<file path="src/rtl/data_mem_arbiter.sv">
// Two-requester round-robin arbiter in front of a single-port data memory.
// Each transaction is granted in IDLE, strobes memory for one cycle in ACCESS, completes in RESP.
module data_mem_arbiter #(
  parameter int WIDTH = 32,
  parameter int DEPTH = 12
) (
  input  logic             clk,
  input  logic             rst,
  input  logic             r0_valid,
  output logic             r0_ready,
  input  logic             r0_we,
  input  logic [1:0]       r0_size,
  input  logic             r0_unsigned,
  input  logic [DEPTH-1:0] r0_addr,
  input  logic [WIDTH-1:0] r0_wdata,
  output logic             r0_done,
  output logic             r0_err,
  output logic [WIDTH-1:0] r0_rdata,
  input  logic             r1_valid,
  output logic             r1_ready,
  input  logic             r1_we,
  input  logic [1:0]       r1_size,
  input  logic             r1_unsigned,
  input  logic [DEPTH-1:0] r1_addr,
  input  logic [WIDTH-1:0] r1_wdata,
  output logic             r1_done,
  output logic             r1_err,
  output logic [WIDTH-1:0] r1_rdata,
  output logic             MemWrite,
  output logic             MemRead,
  output logic             one_byte,
  output logic             two_byte,
  output logic             four_bytes,
  output logic             unsigned_load,
  output logic [DEPTH-1:0] Address,
  output logic [WIDTH-1:0] WriteData,
  input  logic [WIDTH-1:0] ReadData
);

  // state  | meaning
  // IDLE   | arbitrate, grant and latch one request
  // ACCESS | drive memory strobes for one cycle
  // RESP   | pulse done (and err) to the owner
  typedef enum logic [1:0] {IDLE, ACCESS, RESP} state_t;

  state_t           state_q, state_d;
  logic             owner_q, owner_d;
  logic             last_q, last_d;
  logic             we_q, we_d;
  logic [1:0]       size_q, size_d;
  logic             uns_q, uns_d;
  logic             err_q, err_d;
  logic [DEPTH-1:0] addr_q, addr_d;
  logic [WIDTH-1:0] wdata_q, wdata_d;
  logic [DEPTH-1:0] mem_addr_q, mem_addr_d;
  logic [WIDTH-1:0] mem_wdata_q, mem_wdata_d;

  logic             sel1;
  logic             gnt0, gnt1;
  logic             req_we, req_uns, req_illegal;
  logic [1:0]       req_size;
  logic [DEPTH-1:0] req_addr;
  logic [WIDTH-1:0] req_wdata;

  always_comb begin
    sel1     = r1_valid && (!r0_valid || !last_q);
    req_we   = sel1 ? r1_we       : r0_we;
    req_size = sel1 ? r1_size     : r0_size;
    req_uns  = sel1 ? r1_unsigned : r0_unsigned;
    req_addr = sel1 ? r1_addr     : r0_addr;
    req_wdata = sel1 ? r1_wdata   : r0_wdata;
    req_illegal = (req_size == 2'b11) ||
                  (req_size == 2'b01 && req_addr[0]) ||
                  (req_size == 2'b10 && req_addr[1:0] != 2'b00);
  end

  always_comb begin
    state_d     = state_q;
    owner_d     = owner_q;
    last_d      = last_q;
    we_d        = we_q;
    size_d      = size_q;
    uns_d       = uns_q;
    err_d       = err_q;
    addr_d      = addr_q;
    wdata_d     = wdata_q;
    mem_addr_d  = mem_addr_q;
    mem_wdata_d = mem_wdata_q;
    gnt0        = 1'b0;
    gnt1        = 1'b0;
    case (state_q)
      IDLE: begin
        if (r0_valid || r1_valid) begin
          gnt0    = !sel1;
          gnt1    = sel1;
          owner_d = sel1;
          last_d  = sel1;
          we_d    = req_we;
          size_d  = req_size;
          uns_d   = req_uns;
          err_d   = req_illegal;
          addr_d  = req_addr;
          wdata_d = req_wdata;
          if (req_illegal) begin
            state_d = RESP;
          end else begin
            state_d     = ACCESS;
            mem_addr_d  = req_addr;
            mem_wdata_d = req_wdata;
          end
        end
      end
      ACCESS:  state_d = RESP;
      RESP:    state_d = IDLE;
      default: state_d = IDLE;
    endcase
  end

  // last_q=1 means r1 was granted last, so r0 wins the first tie after reset
  always_ff @(posedge clk) begin
    if (rst) begin
      state_q     <= IDLE;
      owner_q     <= 1'b0;
      last_q      <= 1'b1;
      we_q        <= 1'b0;
      size_q      <= 2'b00;
      uns_q       <= 1'b0;
      err_q       <= 1'b0;
      addr_q      <= '0;
      wdata_q     <= '0;
      mem_addr_q  <= '0;
      mem_wdata_q <= '0;
    end else begin
      state_q     <= state_d;
      owner_q     <= owner_d;
      last_q      <= last_d;
      we_q        <= we_d;
      size_q      <= size_d;
      uns_q       <= uns_d;
      err_q       <= err_d;
      addr_q      <= addr_d;
      wdata_q     <= wdata_d;
      mem_addr_q  <= mem_addr_d;
      mem_wdata_q <= mem_wdata_d;
    end
  end

  logic in_access, in_resp;
  assign in_access = (state_q == ACCESS);
  assign in_resp   = (state_q == RESP);

  assign r0_ready = gnt0 && !rst;
  assign r1_ready = gnt1 && !rst;

  assign MemWrite      = in_access && we_q;
  assign MemRead       = in_access && !we_q;
  assign one_byte      = in_access && (size_q == 2'b00);
  assign two_byte      = in_access && (size_q == 2'b01);
  assign four_bytes    = in_access && (size_q == 2'b10);
  assign unsigned_load = in_access && uns_q && (size_q != 2'b10);
  assign Address       = mem_addr_q;
  assign WriteData     = mem_wdata_q;

  assign r0_done  = in_resp && !owner_q;
  assign r1_done  = in_resp && owner_q;
  assign r0_err   = r0_done && err_q;
  assign r1_err   = r1_done && err_q;
  assign r0_rdata = (r0_done && !we_q && !err_q) ? ReadData : '0;
  assign r1_rdata = (r1_done && !we_q && !err_q) ? ReadData : '0;

  // addr_q is kept for the in-flight record; the memory side uses mem_addr_q
  logic unused_ok;
  assign unused_ok = ^{addr_q, wdata_q};

endmodule

</file>
<file path="config.mk">
export PLATFORM = sky130hd
export DESIGN_NAME = data_mem_arbiter
export DESIGN_NICKNAME = d
export VERILOG_FILES = /design/src/rtl/data_mem_arbiter.sv
export SDC_FILE = /design/constraint.sdc
export NUM_CORES = 1
export LEC_CHECK = 0
export BUFFER_PORTS_ARGS = -buffer_cell sky130_fd_sc_hd__buf_2
export CAP_MARGIN = 20
export CORE_MARGIN = 8
export CORE_UTILIZATION = 41
export DETAILED_ROUTE_END_ITERATION = 16
export PLACE_DENSITY_LB_ADDON = 0.3
export SYNTH_ARGS = -nofsm -noshare
export SYNTH_HDL_FRONTEND = slang
export SYNTH_SLANG_ARGS = --single-unit
</file>
<file path="constraint.sdc">
create_clock -name clk -period 2.1 [get_ports clk]
set_clock_uncertainty 0.05 [all_clocks]
set_input_delay 0.105 -clock clk [delete_from_list [all_inputs] [get_ports clk]]
set_output_delay 0.105 -clock clk [all_outputs]
set_load 0.1 [all_outputs]
</file>
==> flow_results.xml, run 1 <==
<?xml version="1.0" encoding="UTF-8"?>
<metrics>
  <group name="worst_setup_path">
    <metric name="criticalPathCategory" unit="">reg2out</metric>
    <metric name="max_fanout_on_critical_path" unit="">32</metric>
    <metric name="worst_reg2reg_path_depth" unit="">4</metric>
    <metric name="ff2ff_setup_slack" unit="ns">0.34</metric>
    <metric name="cp.required" unit="ns">1.95</metric>
    <metric name="critPathLaunchType" unit="">flip-flop</metric>
    <metric name="arrival_time_at_the_worst_endpoint" unit="ns">1.84</metric>
    <metric name="startpoint" unit="">state_q[1]</metric>
    <metric name="rr_startpoint" unit="">last_q</metric>
    <metric name="end_kind" unit="">primary output</metric>
    <metric name="endpoint" unit="">r0_rdata[10]</metric>
    <metric name="r2r_end" unit="">Address[2]</metric>
  </group>
  <group name="global_routing">
    <metric name="grt_pass1_wl" unit="um">21800</metric>
    <metric name="global_routing_usage_on_met1" unit="%">27.1</metric>
    <metric name="grt_remaining_overflow" unit="">0</metric>
    <metric name="first_global_vias" unit="">3899</metric>
    <metric name="maximum_number_of_pins_on_one_net_before_global_route_repair" unit="">52</metric>
    <metric name="gr-max-usage-layer" unit="">met2</metric>
    <metric name="met3_usage" unit="%">6.15</metric>
    <metric name="global_route.usage.total" unit="%">24.1</metric>
    <metric name="grt_util_met2" unit="%">44.5</metric>
    <metric name="antenna_found_initial" unit="">1</metric>
  </group>
  <group name="detailed_routing">
    <metric name="drcViolationCount" unit="">0</metric>
    <metric name="routed-via-count" unit="">3687</metric>
    <metric name="avgViaCountPerCell" unit="">5.44</metric>
    <metric name="post_drt_wl_per_cell" unit="um">20.9</metric>
    <metric name="route.antenna.remaining_nets" unit="">0</metric>
    <metric name="routed_wirelength" unit="um">14200</metric>
    <metric name="detail_route.first_pass.iterations" unit="">4</metric>
    <metric name="dr.first_iter.drc_count" unit="">161</metric>
  </group>
  <group name="sta">
    <metric name="setup_viol" unit="">0</metric>
    <metric name="minimum_period_implied_by_the_final_worst_setup_slack" unit="ns">1.99</metric>
    <metric name="max_freq" unit="MHz">502</metric>
    <metric name="drv_slew" unit="">0</metric>
    <metric name="rsz0062_at_grt" unit="">false</metric>
    <metric name="layout_worst_path_cycle_share" unit="%">94.9</metric>
    <metric name="tightest_slew" unit="ns">0.737</metric>
    <metric name="maxSlewHeadroom" unit="%">50.8</metric>
    <metric name="finalHoldViolations" unit="">0</metric>
    <metric name="finalSetupTns" unit="ns">0</metric>
  </group>
  <group name="cts">
    <metric name="cts_resized" unit="">0</metric>
    <metric name="cts_hold_buffers" unit="">0</metric>
    <metric name="clk_transition_reported_paths" unit="ns">0.11</metric>
    <metric name="clkLatencyLatePin" unit="ns">0.31</metric>
    <metric name="cts-root-buf" unit="">sky130_fd_sc_hd__clkbuf_8</metric>
    <metric name="cts-root-to-sink-buffers" unit="">2</metric>
    <metric name="cts_buffers" unit="">5</metric>
    <metric name="clock_tree.htree_level_count" unit="">2</metric>
    <metric name="clock_sinks" unit="">53</metric>
    <metric name="post_cts.repair.setup_buffers" unit="">0</metric>
    <metric name="tritoncts" unit="">built</metric>
  </group>
  <group name="yosys">
    <metric name="synth_seq_area_share" unit="%">32.2</metric>
    <metric name="main_combinational_cell_family_by_area_after_synthesis" unit="">compound AO/OA/AOI/OAI gates</metric>
    <metric name="synth_edf_count" unit="">0</metric>
    <metric name="synth.avg_cell_area" unit="um^2">9.62</metric>
    <metric name="ys_ff_latch" unit="">53</metric>
    <metric name="mappedNetlistArea" unit="mm^2">0.00330</metric>
    <metric name="synth_compound_gate_area_share" unit="%">28.9</metric>
    <metric name="synth_simple_gate_area_share" unit="%">18.8</metric>
    <metric name="synth_xor_area_share" unit="%">0</metric>
    <metric name="netlist-cell-type-count" unit="">34</metric>
    <metric name="synth.net_count" unit="">475</metric>
    <metric name="synthesis.instances" unit="">343</metric>
    <metric name="synthMuxAreaShare" unit="%">13.3</metric>
    <metric name="synth_ff_type" unit="">sky130_fd_sc_hd__dfxtp_1</metric>
    <metric name="yosysWarningCount" unit="">0</metric>
    <metric name="synth-async-reset-ratio" unit="%">0</metric>
    <metric name="post_synth_fa_ha_maj_area_fraction" unit="%">0</metric>
  </group>
  <group name="layout">
    <metric name="post_layout_nonfiller_instances" unit="">678</metric>
    <metric name="most-common-layout-cells" unit="">186 x sky130_fd_sc_hd__buf_2, 66 x sky130_fd_sc_hd__buf_12, 61 x sky130_fd_sc_hd__and2_4</metric>
    <metric name="num-nets-final" unit="">706</metric>
    <metric name="drive_above_1_share" unit="%">67.7</metric>
    <metric name="fillers" unit="">551</metric>
    <metric name="final_common_cell" unit="">sky130_fd_sc_hd__buf_2</metric>
    <metric name="areaGrowthSynthToFinish" unit="%">78.0</metric>
  </group>
  <group name="die">
    <metric name="initial_utilization" unit="%">42.5</metric>
    <metric name="floorplan.die.width" unit="um">106</metric>
    <metric name="coreArea" unit="mm^2">0.00777</metric>
    <metric name="fp.dieH" unit="um">106</metric>
    <metric name="std_cell_rows" unit="">32</metric>
    <metric name="io_pins" unit="">252</metric>
    <metric name="dieArea" unit="mm^2">0.0112</metric>
  </group>
  <group name="status">
    <metric name="status" unit="">complete, no violations</metric>
  </group>
  <group name="place">
    <metric name="dp_hpwl" unit="um">11500</metric>
    <metric name="gpl.final_weighted_congestion" unit="">0.810</metric>
    <metric name="dp.cells" unit="">669</metric>
    <metric name="io_buffer_count" unit="">251</metric>
  </group>
  <group name="power_and_ir_drop">
    <metric name="p_per_area" unit="mW/mm^2">753</metric>
    <metric name="power.ir.vdd_worst" unit="mV">0.566</metric>
    <metric name="power_leakage" unit="uW">0.00276</metric>
  </group>
  <group name="hold_path">
    <metric name="holdCritPathClass" unit="">in2reg</metric>
  </group>
  <group name="run">
    <metric name="number_of_max_capacitance_violations_reported" unit="">0</metric>
  </group>
</metrics>
## worst min path at each step
stage / start / to / slack, ns / cells after the start
final: r1_we / we_q / 0.01 / 3
after global routing: r1_we / we_q / 0.01 / 3
after CTS: r1_we / we_q / 0.007 / 3
after detailed placement: r1_we / we_q / 0.34 / 3
after global placement: r1_unsigned / uns_q / 0.33 / 3
after floorplan: r1_size[0] / size_q[0] / 0.21 / 2
## where the power goes
group / leakage, uW / internal (uW) / switching (uW)
Sequential: 0.000439 / 1150 / 90.9
Clock: 0.0000585 / 358 / 347
Combinational: 0.00226 / 650 / 1830
## cells by family (layout without fill, tap and decap cells)
group | after synthesis | in the layout
and+or+nand+nor | 103 | 103
muxes | 44 | 44
DFF | 53 | 53
buffers and inverters | 37 | 269
AOI/OAI and AO/OA | 106 | 106
other | 0 | 1
## per-stage QoR
step / instance area, um^2 / setup WS [ns] / util (%) / power, uW / hold slack (ns)
2_1_floorplan: 3540 / -0.638 / - / 3200 / 0.214
3_3_place_gp: 5750 / 0.396 / 74.0 / 3700 / 0.332
3_5_place_dp: 5750 / 0.326 / 74.0 / 3750 / 0.342
4_1_cts: 5860 / 0.0346 / 75.5 / 4450 / 0.00733
5_1_grt: 5870 / 0.0261 / 75.6 / 4590 / 0.0111
6_report: 5870 / 0.107 / 75.6 / 4420 / 0.0131
## sequential cells by signal, indices dropped and copies added (netlist names)
signal / count
owner_q: 1
Address: 12
we_q: 1
last_q: 1
err_q: 1
state_q: 2
size_q: 2
WriteData: 32
uns_q: 1
## cell type report
| cell class | count | area (um^2) | area share [%] |
|---|---|---|---|
| Timing Repair Buffer | 260 | 2320 | 39.4 |
| Multi-Input combinational cell | 253 | 2250 | 38.3 |
| Sequential cell | 53 | 1060 | 18.1 |
| Tap cell | 102 | 128 | 2.17 |
| Clock buffer | 5 | 68.8 | 1.17 |
| Clock inverter | 3 | 43.8 | 0.746 |
| Inverter | 1 | 3.75 | 0.0639 |
| Antenna cell | 1 | 2.50 | 0.0426 |
## critical path: stages (launching register included)
cell	delay [ns]
sky130_fd_sc_hd__dfxtp_2	0.39
sky130_fd_sc_hd__nor3b_4	0.25
sky130_fd_sc_hd__nor3b_4	0.22
sky130_fd_sc_hd__buf_6	0.26
sky130_fd_sc_hd__and2_1	0.21
sky130_fd_sc_hd__buf_12	0.18
## cell usage after synthesis, types with 3 or more instances
master	count	area share, %
sky130_fd_sc_hd__a211oi_1	6	1.4
sky130_fd_sc_hd__a211oi_2	39	15
sky130_fd_sc_hd__a31oi_1	47	8.9
sky130_fd_sc_hd__and2_1	66	13
sky130_fd_sc_hd__buf_12	4	2.4
sky130_fd_sc_hd__buf_2	7	1.1
sky130_fd_sc_hd__clkbuf_1	22	2.5
sky130_fd_sc_hd__dfxtp_1	53	32
sky130_fd_sc_hd__mux2i_1	44	13
sky130_fd_sc_hd__nand2_1	8	0.91
sky130_fd_sc_hd__nand2b_1	3	0.57
sky130_fd_sc_hd__nand3_1	4	0.61
sky130_fd_sc_hd__nor2_1	8	0.91
sky130_fd_sc_hd__nor3b_1	4	0.91
sky130_fd_sc_hd__o21a_1	4	0.91
## routing by layer
layer,vias to the layer above,share of wire (%)
met3,12,6.6
li1,1734,-
met2,170,54
met5,-,0
met1,1771,39
met4,0,1.0
No activity file was read; power rests on OpenSTA's default activity.
==> run 2: changes to the inputs <==
BUFFER_PORTS_ARGS = not set   (was -buffer_cell sky130_fd_sc_hd__buf_2)
CORE_AREA = 8 8 92 94   (was not set)
CORE_MARGIN = not set   (was 8)
CORE_UTILIZATION = not set   (was 41)
DIE_AREA = 0 0 100 102   (was not set)
DONT_BUFFER_PORTS = 1   (was not set)
==> flow_results.xml, run 2 (synthesized netlist as in run 1, its figures left out) <==
<?xml version="1.0" encoding="UTF-8"?>
<metrics>
  <group name="sta">
    <metric name="fin_ws" unit="ns">0.138</metric>
    <metric name="max_freq" unit="MHz">510</metric>
    <metric name="tightest_slew" unit="ns">0.739</metric>
    <metric name="minimum_period_implied_by_the_final_worst_setup_slack" unit="ns">1.96</metric>
    <metric name="setup_viol" unit="">0</metric>
    <metric name="layout_worst_path_cycle_share" unit="%">93.4</metric>
    <metric name="whs" unit="ns">0.00478</metric>
    <metric name="drv_slew" unit="">0</metric>
    <metric name="rsz0062_at_grt" unit="">false</metric>
    <metric name="maxSlewHeadroom" unit="%">50.7</metric>
    <metric name="finalHoldViolations" unit="">0</metric>
  </group>
  <group name="worst_setup_path">
    <metric name="timing.critical_path.slowest_stage_cell" unit="">sky130_fd_sc_hd__and2_4</metric>
    <metric name="end_kind" unit="">primary output</metric>
    <metric name="criticalPathCategory" unit="">reg2out</metric>
    <metric name="arrival_time_at_the_worst_endpoint" unit="ns">1.81</metric>
    <metric name="max_fanout_on_critical_path" unit="">32</metric>
    <metric name="critPathLaunchType" unit="">flip-flop</metric>
    <metric name="cp_common_cell" unit="">sky130_fd_sc_hd__nor3b_4</metric>
    <metric name="cp.required" unit="ns">1.95</metric>
    <metric name="critical-path-max-stage-delay" unit="ns">0.40</metric>
    <metric name="critical_path.cell_chain" unit="">nor3b_4, nor3b_4, buf_4, and2_4</metric>
  </group>
  <group name="detailed_routing">
    <metric name="post_drt_wl_per_cell" unit="um">23.1</metric>
    <metric name="routed-via-count" unit="">2999</metric>
    <metric name="routed_wirelength" unit="um">11800</metric>
    <metric name="detail_route.first_pass.iterations" unit="">4</metric>
    <metric name="avgViaCountPerCell" unit="">5.85</metric>
    <metric name="dr.first_iter.drc_count" unit="">64</metric>
    <metric name="route.antenna.remaining_nets" unit="">0</metric>
    <metric name="drcViolationCount" unit="">0</metric>
  </group>
  <group name="cts">
    <metric name="cts_hold_buffers" unit="">14</metric>
    <metric name="post_cts.repair.setup_buffers" unit="">0</metric>
    <metric name="cts-root-to-sink-buffers" unit="">2</metric>
    <metric name="clock_tree.htree_level_count" unit="">2</metric>
    <metric name="tritoncts" unit="">built</metric>
    <metric name="clkLatencyLatePin" unit="ns">0.29</metric>
    <metric name="cts_buffers" unit="">5</metric>
    <metric name="cts-root-buf" unit="">sky130_fd_sc_hd__clkbuf_8</metric>
    <metric name="cts_resized" unit="">0</metric>
    <metric name="clock_sinks" unit="">53</metric>
    <metric name="clk_transition_reported_paths" unit="ns">0.11</metric>
  </group>
  <group name="layout">
    <metric name="num-nets-final" unit="">545</metric>
    <metric name="largest_reg_flops" unit="">32</metric>
    <metric name="final_common_cell" unit="">sky130_fd_sc_hd__buf_4</metric>
    <metric name="utilization" unit="%">65.7</metric>
    <metric name="antennaDiodeCount" unit="">0</metric>
    <metric name="areaGrowthSynthToFinish" unit="%">40.5</metric>
    <metric name="fin_area" unit="mm^2">0.00463</metric>
    <metric name="drive_above_1_share" unit="%">52.7</metric>
    <metric name="fillers" unit="">569</metric>
    <metric name="post_layout_nonfiller_instances" unit="">513</metric>
    <metric name="most-common-layout-cells" unit="">63 x sky130_fd_sc_hd__buf_4, 61 x sky130_fd_sc_hd__and2_4, 51 x sky130_fd_sc_hd__dfxtp_1</metric>
  </group>
  <group name="place">
    <metric name="dp_worst_setup_slack" unit="ns">0.316</metric>
    <metric name="io_buffer_count" unit="">0</metric>
    <metric name="gpl.final_weighted_congestion" unit="">0.762</metric>
    <metric name="dp.cells" unit="">491</metric>
    <metric name="placedInstanceArea" unit="mm^2">0.00437</metric>
    <metric name="dp_hpwl" unit="um">8800</metric>
  </group>
  <group name="global_routing">
    <metric name="antenna_found_initial" unit="">0</metric>
    <metric name="first_global_vias" unit="">3107</metric>
    <metric name="grt_pass1_wl" unit="um">17700</metric>
    <metric name="global_route.usage.total" unit="%">21.6</metric>
    <metric name="grt_remaining_overflow" unit="">0</metric>
    <metric name="maximum_number_of_pins_on_one_net_before_global_route_repair" unit="">54</metric>
  </group>
  <group name="power_and_ir_drop">
    <metric name="power.ir.vdd_worst" unit="mV">0.539</metric>
    <metric name="power_leakage" unit="uW">0.00195</metric>
    <metric name="p_per_area" unit="mW/mm^2">913</metric>
  </group>
  <group name="die">
    <metric name="fp.dieH" unit="um">102</metric>
    <metric name="io_pins" unit="">252</metric>
    <metric name="coreArea" unit="mm^2">0.00706</metric>
    <metric name="initial_utilization" unit="%">46.7</metric>
    <metric name="floorplan.die.width" unit="um">100</metric>
    <metric name="dieArea" unit="mm^2">0.0102</metric>
    <metric name="std_cell_rows" unit="">31</metric>
  </group>
  <group name="run">
    <metric name="number_of_max_capacitance_violations_reported" unit="">0</metric>
  </group>
  <group name="status">
    <metric name="status" unit="">complete, no violations</metric>
  </group>
  <group name="hold_path">
    <metric name="holdCritPathClass" unit="">in2reg</metric>
  </group>
</metrics>
[run 2: metal layers]
layer	vias to the layer above	track usage [%]	part of all wire, %
met1	1405	22.0	35
met2	176	39.9	52
met4	0	4.77	1.1
met5	-	0	0
met3	12	9.06	12
li1	1406	-	-
[run 2: worst max-delay path, delay by kind of cell (launching register included)]
family	cells	cell delay, ns
buffers and inverters	1	0.32
DFF	1	0.39
and+or+nand+nor	3	0.80
[run 2: cell type report]
type	instances	area (um^2)	share of cell area (%)
Tap cell	99	124	2.67
Clock buffer	7	96.3	2.08
Sequential cell	53	1060	22.9
Multi-Input combinational cell	253	2270	48.9
Inverter	1	3.75	0.0810
Timing Repair Buffer	99	1070	23.1
Clock inverter	1	8.76	0.189
[run 2: final timing paths]
check | startpoint | endpoint | slack (ns) | cells after the start
setup reg to reg | last_q | WriteData[12] | 0.33 | 4
setup / recovery | state_q[1] | r0_rdata[19] | 0.14 | 4
hold reg to reg | state_q[1] | state_q[1] | 0.43 | 1
hold / removal | r1_wdata[14] | WriteData[14] | 0.005 | 2
[run 2: per-stage QoR]
step | power [uW] | TNS (ns)
2_1_floorplan | 3200 | -8.11
3_3_place_gp | 3530 | 0
3_5_place_dp | 3560 | 0
4_1_cts | 4250 | 0
5_1_grt | 4390 | 0
6_report | 4230 | 0
[run 2: power by group]
part / total, uW / switching (uW) / internal (uW)
clock: 652 / 347 / 305
combinational: 2370 / 1780 / 583
sequential: 1210 / 68.4 / 1140
total: 4230 / 2200 / 2030
==> run 3: changes to the inputs <==
ABC_AREA = 1   (was not set)
CORE_AREA = 8 8 91 93   (was 8 8 92 94)
CTS_CLUSTER_DIAMETER = 150   (was not set)
DIE_AREA = 0 0 99 101   (was 0 0 100 102)
==> flow_results.xml, run 3 <==
<?xml version="1.0" encoding="UTF-8"?>
<metrics>
  <group name="worst_setup_path">
    <metric name="critPathLaunchType" unit="">flip-flop</metric>
    <metric name="end_kind" unit="">flip-flop</metric>
    <metric name="cp.required" unit="ns">2.29</metric>
    <metric name="max_fanout_on_critical_path" unit="">9</metric>
    <metric name="arrival_time_at_the_worst_endpoint" unit="ns">2.19</metric>
    <metric name="criticalPathCategory" unit="">reg2reg</metric>
  </group>
  <group name="yosys">
    <metric name="synth.cells.most_frequent" unit="">186 x sky130_fd_sc_hd__nand2_1, 96 x sky130_fd_sc_hd__nand3_1, 73 x sky130_fd_sc_hd__nor2_1</metric>
    <metric name="synth.largest_area_cell" unit="">sky130_fd_sc_hd__dfxtp_1</metric>
    <metric name="yosysWarningCount" unit="">0</metric>
    <metric name="netlist-cell-type-count" unit="">21</metric>
    <metric name="ys_ff_latch" unit="">53</metric>
    <metric name="synth-async-reset-ratio" unit="%">0</metric>
    <metric name="synth.avg_cell_area" unit="um^2">5.93</metric>
    <metric name="mappedNetlistArea" unit="mm^2">0.00310</metric>
    <metric name="synth.net_count" unit="">654</metric>
    <metric name="netlist_top_cells_area" unit="">sky130_fd_sc_hd__dfxtp_1 34%, sky130_fd_sc_hd__nand2_1 23%, sky130_fd_sc_hd__nand3_1 16%</metric>
    <metric name="synth_edf_count" unit="">0</metric>
    <metric name="most_instantiated_library_cell_after_synthesis" unit="">sky130_fd_sc_hd__nand2_1</metric>
    <metric name="synth_seq_area_share" unit="%">34.3</metric>
    <metric name="synth_ff_type" unit="">sky130_fd_sc_hd__dfxtp_1</metric>
    <metric name="synthesis.instances" unit="">522</metric>
    <metric name="synth_top_area_share" unit="%">34.3</metric>
  </group>
  <group name="layout">
    <metric name="drive_above_1_share" unit="%">35.2</metric>
    <metric name="final_common_cell" unit="">sky130_fd_sc_hd__nand2_1</metric>
    <metric name="fin_area" unit="mm^2">0.00613</metric>
    <metric name="areaGrowthSynthToFinish" unit="%">97.9</metric>
    <metric name="largest_reg_flops" unit="">32</metric>
    <metric name="fillers" unit="">321</metric>
    <metric name="num-nets-final" unit="">804</metric>
    <metric name="most-common-layout-cells" unit="">186 x sky130_fd_sc_hd__nand2_1, 94 x sky130_fd_sc_hd__nand3_1, 71 x sky130_fd_sc_hd__buf_12</metric>
    <metric name="multi_input_comb_area" unit="mm^2">0.00228</metric>
    <metric name="regArea" unit="mm^2">0.00107</metric>
  </group>
  <group name="detailed_routing">
    <metric name="drcViolationCount" unit="">0</metric>
    <metric name="avgViaCountPerCell" unit="">5.66</metric>
    <metric name="route.antenna.remaining_nets" unit="">0</metric>
    <metric name="post_drt_wl_per_cell" unit="um">21.2</metric>
    <metric name="dr.first_iter.drc_count" unit="">269</metric>
    <metric name="routed-via-count" unit="">4280</metric>
    <metric name="routed_wirelength" unit="um">16100</metric>
    <metric name="detail_route.first_pass.iterations" unit="">5</metric>
  </group>
  <group name="die">
    <metric name="floorplan.die.width" unit="um">99</metric>
    <metric name="std_cell_rows" unit="">31</metric>
    <metric name="fp.dieH" unit="um">101</metric>
    <metric name="dieArea" unit="mm^2">0.0100</metric>
    <metric name="coreArea" unit="mm^2">0.00694</metric>
    <metric name="initial_utilization" unit="%">44.6</metric>
    <metric name="io_pins" unit="">252</metric>
  </group>
  <group name="place">
    <metric name="dp_hpwl" unit="um">10800</metric>
    <metric name="placedInstanceArea" unit="mm^2">0.00548</metric>
    <metric name="gpl.final_weighted_congestion" unit="">0.852</metric>
    <metric name="io_buffer_count" unit="">0</metric>
  </group>
  <group name="global_routing">
    <metric name="antenna_found_initial" unit="">1</metric>
    <metric name="grt_util_met2" unit="%">56.5</metric>
    <metric name="gr-max-usage-layer" unit="">met2</metric>
    <metric name="grt_pass1_wl" unit="um">24700</metric>
    <metric name="global_routing_usage_on_met1" unit="%">30.8</metric>
    <metric name="global_route.usage.total" unit="%">31.0</metric>
    <metric name="grt_remaining_overflow" unit="">0</metric>
    <metric name="met3_usage" unit="%">9.19</metric>
    <metric name="maximum_number_of_pins_on_one_net_before_global_route_repair" unit="">47</metric>
    <metric name="first_global_vias" unit="">4519</metric>
  </group>
  <group name="cts">
    <metric name="cts-root-buf" unit="">sky130_fd_sc_hd__clkbuf_8</metric>
    <metric name="clk_transition_reported_paths" unit="ns">0.09</metric>
    <metric name="tritoncts" unit="">built</metric>
    <metric name="clock_sinks" unit="">53</metric>
    <metric name="cts-root-to-sink-buffers" unit="">2</metric>
    <metric name="clkLatencyLatePin" unit="ns">0.29</metric>
    <metric name="cts_buffers" unit="">5</metric>
    <metric name="clock_tree.htree_level_count" unit="">2</metric>
  </group>
  <group name="sta">
    <metric name="max_freq" unit="MHz">500</metric>
    <metric name="setup_viol" unit="">0</metric>
    <metric name="whs" unit="ns">-0.00234</metric>
    <metric name="minimum_period_implied_by_the_final_worst_setup_slack" unit="ns">2.00</metric>
    <metric name="drv_slew" unit="">0</metric>
    <metric name="tightest_slew" unit="ns">0.440</metric>
    <metric name="finalSetupTns" unit="ns">0</metric>
    <metric name="layout_worst_path_cycle_share" unit="%">95.3</metric>
    <metric name="finalHoldViolations" unit="">1</metric>
    <metric name="maxSlewHeadroom" unit="%">70.7</metric>
    <metric name="rsz0062_at_grt" unit="">false</metric>
  </group>
  <group name="hold_path">
    <metric name="holdCritPathClass" unit="">in2reg</metric>
  </group>
  <group name="power_and_ir_drop">
    <metric name="power.ir.vdd_worst" unit="mV">0.691</metric>
    <metric name="p_per_area" unit="mW/mm^2">666</metric>
    <metric name="total_power" unit="uW">4080</metric>
    <metric name="power_leakage" unit="uW">0.00288</metric>
  </group>
  <group name="status">
    <metric name="violated_checks" unit="">negative hold slack</metric>
    <metric name="status" unit="">finished with violations</metric>
  </group>
  <group name="run">
    <metric name="number_of_max_capacitance_violations_reported" unit="">0</metric>
  </group>
</metrics>
[run 3: path summary, 6_finish.rpt]
path / cells after the start / to / start / slack, ns
worst max register to register: 6 / we_q / state_q[0] / 0.1
worst max-delay path: 6 / we_q / state_q[0] / 0.1
worst min-delay path: 4 / WriteData[4] / r0_wdata[4] / -0.002
worst min register to register: 2 / WriteData[18] / WriteData[18] / 0.43
[run 3: metrics by stage]
step | utilization (%) | cells | setup slack [ns]
4_1_cts | 87.3 | 751 | 0.104
6_report | 88.3 | 756 | 0.0984
5_1_grt | 88.3 | 756 | 0.0168
3_3_place_gp | 78.9 | 696 | 0.316
3_5_place_dp | 78.9 | 696 | 0.251
2_1_floorplan | - | 522 | -0.639
[run 3: area by class of cell]
| type | count | area share (%) |
|---|---|---|
| antenna | 1 | 0.0408 |
| clock buffer | 8 | 1.82 |
| inverter | 48 | 2.98 |
| multi-input combinational | 387 | 37.3 |
| sequential | 53 | 17.4 |
| tap | 82 | 1.67 |
| timing repair buffer | 177 | 38.8 |
[run 3: layer usage]
layer  vias to the layer above  wire, um
li1                       1916         -
met1                      1927      5260
met2                       350      8170
met3                        87      1630
met4                         0       995
met5                         -         0
[run 3: cell families after synthesis]
group	share of synthesized area, %
AND/OR/NAND/NOR	52.5
buffers and inverters	11.8
flip-flops	34.3
AO/OA/AOI/OAI	1.41
[run 3: power by group]
part           internal [uW]  switching, uW  total (uW)
clock                    341            311         652
combinational            599           1670        2270
sequential              1100           57.2        1160
[run 3: what timing repair did]
action	in CTS	in global routing
endpoints found under the hold margin	30	0
pin swaps	0	1
gates cloned	0	1
gates resized for setup	1	8
hold buffers	47	0
setup buffers	0	3
setup endpoints to repair	1	37
[run 3: critical path, cell delays in order, from the launching register on]
cell and delay, ns:
sky130_fd_sc_hd__dfxtp_4 0.40, sky130_fd_sc_hd__nor2_2 0.21, sky130_fd_sc_hd__nand2_2 0.20, sky130_fd_sc_hd__inv_2 0.25, sky130_fd_sc_hd__nand3_1 0.12, sky130_fd_sc_hd__a31oi_1 0.15
sky130_fd_sc_hd__dlygate4sd3_1 0.57
